`config.mk`:
```
export PLATFORM = sky130hd
export DESIGN_NAME = urisc_instr_packer
export DESIGN_NICKNAME = d
export VERILOG_FILES = /design/src/rtl/urisc_instr_packer.sv
export SDC_FILE = /design/constraint.sdc
export NUM_CORES = 1
export LEC_CHECK = 0
export ABC_AREA = 0
export BUFFER_PORTS_ARGS = -buffer_cell sky130_fd_sc_hd__buf_4
export CAP_MARGIN = 25
export CORE_MARGIN = 5
export CORE_UTILIZATION = 48
export DETAILED_ROUTE_END_ITERATION = 10
export GPL_TIMING_DRIVEN = 0
export PLACE_DENSITY = 0.83
export SLEW_MARGIN = 15
export SYNTH_ARGS = -nofsm -noshare
export SYNTH_HDL_FRONTEND = slang
export SYNTH_SLANG_ARGS = --single-unit
```
`constraint.sdc`:
```
create_clock -name clk -period 1.7 [get_ports clk]
set_input_delay 0.425 -clock clk [delete_from_list [all_inputs] [get_ports clk]]
set_output_delay 0.425 -clock clk [all_outputs]
set_load 0.1 [all_outputs]
```
`src/rtl/urisc_instr_packer.sv`:
```
// -----------------------------------------------------------------------------
// urisc_instr_packer
//
// Writer side of the URISC instruction format. Operand fields A, B and C arrive
// one per handshake, are packed into a single instruction word
// {C, B, A} (A = [ARG_W-1:0], B = [2*ARG_W-1:ARG_W], C = [3*ARG_W-1:2*ARG_W])
// and the word is written to instruction memory at an auto-incrementing
// address. This is the inverse of the core's field slicing. It sits between
// the program loader and the instruction RAM.
//
// Parameters
//   ARG_W       width of each operand field A/B/C
//   ADDR_W      instruction memory address width
//   START_ADDR  first write address after reset
//
// Ports
//   clk         clock, all logic on the rising edge
//   rst         synchronous, active-high reset
//   arg_valid   an operand field is present on arg_data
//   arg_ready   the packer accepts a field this cycle (low while writing)
//   arg_sel     field tag: 0=A, 1=B, 2=C, 3=illegal
//   arg_data    operand field value
//   mem_we      write request, held with address/data until mem_ready
//   mem_ready   memory accepts the write this cycle
//   mem_addr    write address, wraps modulo 2^ADDR_W
//   mem_wdata   packed word {C,B,A}; keeps its value after the write
//   addr_wrap   1-cycle pulse: the write at address 2^ADDR_W-1 was accepted
//   err         1-cycle pulse: field sequence error
//
// Configuration
//   URISC_PACKER_SEQCHK_EN  when defined, the tag of every accepted field must
//                           match the slot being filled (A/B/C = 0/1/2). A
//                           wrong or illegal tag discards the field and the
//                           partial word, pulses err and restarts at slot A
//                           without touching the address. When undefined,
//                           arg_sel is ignored, fields are taken strictly in
//                           order and err stays low.
// -----------------------------------------------------------------------------
module urisc_instr_packer #(
  parameter int ARG_W      = 20,
  parameter int ADDR_W     = 10,
  parameter int START_ADDR = 0
) (
  input  logic                 clk,
  input  logic                 rst,
  input  logic                 arg_valid,
  output logic                 arg_ready,
  input  logic [1:0]           arg_sel,
  input  logic [ARG_W-1:0]     arg_data,
  output logic                 mem_we,
  input  logic                 mem_ready,
  output logic [ADDR_W-1:0]    mem_addr,
  output logic [3*ARG_W-1:0]   mem_wdata,
  output logic                 addr_wrap,
  output logic                 err
);

`ifdef URISC_PACKER_SEQCHK_EN
  localparam logic SEQ_CHECK = 1'b1;
`else
  localparam logic SEQ_CHECK = 1'b0;
`endif

  localparam logic [ADDR_W-1:0] FIRST_ADDR = ADDR_W'(START_ADDR);
  localparam logic [ADDR_W-1:0] LAST_ADDR  = '1;

  typedef enum logic [1:0] {
    S_A,
    S_B,
    S_C,
    S_WR
  } stateT;

  stateT state;
  stateT stateNext;

  logic captureA;
  logic captureB;
  logic captureC;
  logic writeAccept;
  logic seqError;

  // ---------------------------------------------------------------------------
  // State register
  // ---------------------------------------------------------------------------
  // NOTE: clocked state uses non-blocking assignments so every register samples
  // the values from before the edge, independent of process ordering.
  always_ff @(posedge clk) begin
    if (rst) begin
      state <= S_A;
    end else begin
      state <= stateNext;
    end
  end

  // ---------------------------------------------------------------------------
  // Next state and handshake decode
  // ---------------------------------------------------------------------------
  // NOTE: every signal driven here gets a default first, so no path through the
  // case statement can leave one unassigned and infer a latch.
  always_comb begin
    stateNext   = state;
    arg_ready   = 1'b0;
    mem_we      = 1'b0;
    captureA    = 1'b0;
    captureB    = 1'b0;
    captureC    = 1'b0;
    writeAccept = 1'b0;
    seqError    = 1'b0;

    case (state)
      S_A: begin
        arg_ready = 1'b1;
        if (arg_valid) begin
          if (SEQ_CHECK && (arg_sel != 2'd0)) begin
            seqError = 1'b1;
          end else begin
            captureA  = 1'b1;
            stateNext = S_B;
          end
        end
      end

      S_B: begin
        arg_ready = 1'b1;
        if (arg_valid) begin
          if (SEQ_CHECK && (arg_sel != 2'd1)) begin
            // The partial word is abandoned; slot A is refilled before any
            // write, so the stale slice never reaches memory.
            seqError  = 1'b1;
            stateNext = S_A;
          end else begin
            captureB  = 1'b1;
            stateNext = S_C;
          end
        end
      end

      S_C: begin
        arg_ready = 1'b1;
        if (arg_valid) begin
          if (SEQ_CHECK && (arg_sel != 2'd2)) begin
            seqError  = 1'b1;
            stateNext = S_A;
          end else begin
            captureC  = 1'b1;
            stateNext = S_WR;
          end
        end
      end

      S_WR: begin
        // Request is a pure function of state, so address and data registers
        // are frozen for as long as memory stalls.
        mem_we = 1'b1;
        if (mem_ready) begin
          writeAccept = 1'b1;
          stateNext   = S_A;
        end
      end

      default: begin
        stateNext = S_A;
      end
    endcase
  end

  // ---------------------------------------------------------------------------
  // Word assembly, address counter and status pulses
  // ---------------------------------------------------------------------------
  always_ff @(posedge clk) begin
    if (rst) begin
      mem_addr  <= FIRST_ADDR;
      mem_wdata <= '0;
      addr_wrap <= 1'b0;
      err       <= 1'b0;
    end else begin
      addr_wrap <= writeAccept && (mem_addr == LAST_ADDR);
      err       <= seqError;

      if (captureA) begin
        mem_wdata[ARG_W-1:0] <= arg_data;
      end
      if (captureB) begin
        mem_wdata[2*ARG_W-1:ARG_W] <= arg_data;
      end
      if (captureC) begin
        mem_wdata[3*ARG_W-1:2*ARG_W] <= arg_data;
      end

      // Natural modulo-2^ADDR_W rollover; the wrap is flagged, not saturated.
      if (writeAccept) begin
        mem_addr <= mem_addr + 1'b1;
      end
    end
  end

endmodule

```
# Word level (Yosys, flattened, before mapping)
# Cells that the tools add are included.
# op_classes
muxes	13
eq_ne	8
add_sub_neg	1
n_reduce_logical	4
# op_table
cell	n
10-bit by 1-bit adder with 10-bit output (second input constant)	1
10-bit == test (second input constant)	1
1-bit two-way mux	8
2-bit two-way mux	4
2-bit != test (second input constant)	4
2-bit one-hot mux with 4 select lines	1
2-bit == test (second input constant)	2
4-bit AND reduction	1
3-bit OR reduction	1
2-bit by 1-bit == test with 1-bit output (second input constant)	1
2-bit logical NOT	1
1-bit logical AND	1
# word_totals
reg_bits	73
output_inout_bits	74
word_cells	32
inputBits	26

# Logic depth before layout (Yosys ltp)
# logic_depth
depth_word	3
ltp_mapped	6
mapped_depth_nobuf	5

# Least setup slack after synthesis
# Ideal clock, no wire load.
# synth_path
kind	reg2reg
from	register state[0]
to	register state[0]
n_path_buf	0
t_required_ps	1579
setup_time_ps	121
t_arrival_ps	2562
path_slack_ps	-983
synth_period_minus_slack_ps	2683
stages_incl_launch_ff	5
cell_sequence	dfxtp_1 -> ha_1 -> inv_1 -> o22a_1 -> mux2i_1
# synth_between
elab_chain_len	3
elab_cells_between_ends	10
classes_between	eq/ne (7); mux (1); reduce/logical (2)
# synth_lines
element	line	text
start, declared	74	stateT state;
start signal, assigned	92	state <= stateNext;
2-bit == test (tied with other cells)	111	case (state)
2-bit != test (no source line)	n/a	
4-bit AND reduction (no source line)	n/a	
# Several ways; a longest one is shown, not always the timed one.
# A chain may end at the register's enable or synchronous reset.

# Worst setup path after layout
# layout_path
from	register state[0]
to	output mem_we
# layout_between
elab_chain_len	2
# layout_lines
element	line	text
2-bit == test	111	
1-bit two-way mux	111	
end, declared	50	output logic mem_we,
# Every way passes these cells.

==> impl_metrics.toml <==
[finish]
layout_commonest_cell = "nand2_1"
layout_common_cells = "127 x nand2_1, 98 x buf_4, 67 x a21oi_1, 63 x dfxtp_1, 19 x clkbuf_1"
drive_above_1_share = 0.2920
fin_nets = 478
syn_to_final_growth_pct = 40.14
final_cell_count_no_fill = 524
antenna_cells = 0

[setup_path]
r2r_cells = 6
end_kind = "output port"
start_kind = "flop"
setup.worst_path.class = "flop to output port"
r2r-end = "mem_wdata[25]"
r2r_slack_ns = 0.13
crit_required_ns = 1.27
cp_data_arrival_time_ns = 1.22
crit_fanout = 5
r2r-start = "state[1]"

[place]
pre_cts_ws_ns = 0.1710
dp_hpwl_um = 5520
dp_cells = 506
port_buffers = 96
place.gp.congestion = 0.7888

[pwr]
powerDensity_nw_per_um2 = 1681
p_leak_nw = 1.575
ir_worst_vdd_uv = 1182

[logic_synthesis]
syn_nets = 369
syn_area_um2 = 2715
synth_seq_cells = 73
ys_top_cells_by_area = "dfxtp_1 54%, nand2_1 18%, a21oi_1 12%, clkbuf_1 2.8%, ha_1 2.3%"
synthDistinctLibCells = 25
yosysWarnings = 0
synth_cells = 338
yosysSeqAreaShare = 0.5382
synth_area_leader_cell = "dfxtp_1"
syn_area_per_cell_um2 = 8.033
synth_top_area_frac = 0.5382

[sta]
whs_ns = 0.3317
fin_ws_ns = 0.05775
setup_viol = 0
final.setup_skew_ns = 0.009197
maxSlewViolCount = 0
hold_viol_final = 0
worst_pin_slew_ns = 0.5490
finalCritPeriodShare = 0.9660
fmax_mhz = 608.9
rsz0062_at_grt = "true"
fin_crit_ns = 1.642
slew-limit-headroom = 0.6340

[run_status]
outcome = "finished clean"

[detailed_routing]
wire_per_inst_um = 14.70
via_count = 2672
drc = 0
postRouteAntennaNets = 0
vias_per_cell = 5.099
drt_first_pass_iters = 4
wirelength_um = 7704
drt_iter0_markers = 138

[run]
maxCapViolations = 0

[cts]
cts_sinks = 73
cts_hold_buf = 0
clk_pin_slew_ns = 0.08
numCtsBuffers = 9
worstSkewPairLatency_ns = 0.35
htree_num_levels = 3
cts_root_buf = "clkbuf_8"
tritoncts = "yes"
cts_buffer_depth = 2

[die]
start_util = 0.4931
num_rows = 27
io_pins = 100
die_area_um2 = 7261
core_um2 = 5507
die_x_um = 85.21
chipHeight_um = 85.21

[grt]
overflow = 0
antenna_found_initial = 0
grt_pass1_wl_um = 12030
grt_pass1_vias = 2539
grt_max_degree = 14
track_usage = 0.2092

[hold_path]
holdCritStartpoint = "arg_data[6]"
min_to = "mem_wdata[6]"
hp-class = "primary input to flop"
min_delay_path_depth = 3
-- state kept, by name (all words and copies together), names as in the netlist --
name,count
addr_wrap,1
mem_wdata,60
state,2
mem_addr,10
-- worst max-delay path, cell delays in order, from the launching register on --
cell and delay, ns:
dfxtp_2 0.39, ha_4 0.19, buf_4 0.30
-- kinds of logic (layout without fill, tap and decap cells) --
group / count (synthesis) / in the layout / share of synthesized area
xor gates and xnor gates: 2 / 2 / 0.006453
adders and majority gates: 5 / 5 / 0.02304
DFF: 73 / 73 / 0.5382
other: 1 / 1 / 0.001381
buffers and inverters: 27 / 141 / 0.03871
muxes: 3 / 3 / 0.01106
AOI/OAI and AO/OA: 75 / 75 / 0.1433
and+or+nand+nor: 152 / 152 / 0.2378
-- layout make-up --
class	instances	area (µm²)
fill	451	1702
sequential	73	1479
multi-input combinational	238	1161
timing repair buffer	98	739.5
clock buffer	10	137.6
tap	72	90.09
clock inverter	6	87.58
buffer	21	83.83
inverter	6	26.28
-- cell usage after synthesis --
library cell,instances
nand2_1,127
dfxtp_1,73
a21oi_1,67
clkbuf_1,20
inv_1,6
ha_1,5
nand2b_1,4
and2_1,3
mux2i_1,3
nand3_1,3
nand4_2,3
o21ai_0,3
o31ai_1,3
or3_1,3
or4_1,3
nor2_1,2
nor4_1,2
buf_4,1
conb_1,1
nor3_1,1
o21bai_1,1
o22a_1,1
or2_2,1
xnor2_1,1
xor2_1,1
-- per-layer routing --
layer,track usage,part of all wire,up-vias
li1,-,-,1329
met1,0.2470,0.41,1248
met2,0.3482,0.50,84
met3,0.06117,0.075,11
met4,0.09928,0.019,0
met5,0,0,-
-- how the worst max path moves through the flow --
stage | startpoint | endpoint | slack, ns
3_3_place_gp | rst | mem_wdata[14] | 0.21
6_report | state[0] | mem_we | 0.06
4_1_cts | state[0] | mem_we | 0.03
5_1_grt | state[0] | mem_wdata[0] | -0.0003
3_5_place_dp | state[1] | mem_wdata[5] | 0.17
2_1_floorplan | state[1] | state[0] | -0.21
-- timing repair --
action | 4_1_cts | 5_1_grt
pin swaps | 0 | 1
endpoints found under the setup margin | 1 | 5
gates resized for setup | 1 | 2
hold endpoints to repair | 0 | 0
buffers inserted | 0 | 2
-- per-stage QoR --
step                total power, mW    util  area (µm²)  setup TNS (ns)
detailed placement            4.864  0.6464        3560               0
global route                  6.635  0.6910        3805      -0.0002918
finish                        6.396  0.6910        3805               0
CTS                           6.396  0.6880        3789               0
global placement              4.814  0.6464        3560               0
floorplan                     4.254       -        2749         -0.4165
-- power by group --
group | leakage, nW | switching, mW | internal (mW)
sequential | 0.599 | 0.151 | 1.94
combinational | 0.864 | 2.19 | 0.569
clock | 0.113 | 0.673 | 0.870
total | 1.58 | 3.02 | 3.38
No activity file was read; power rests on OpenSTA's default activity.
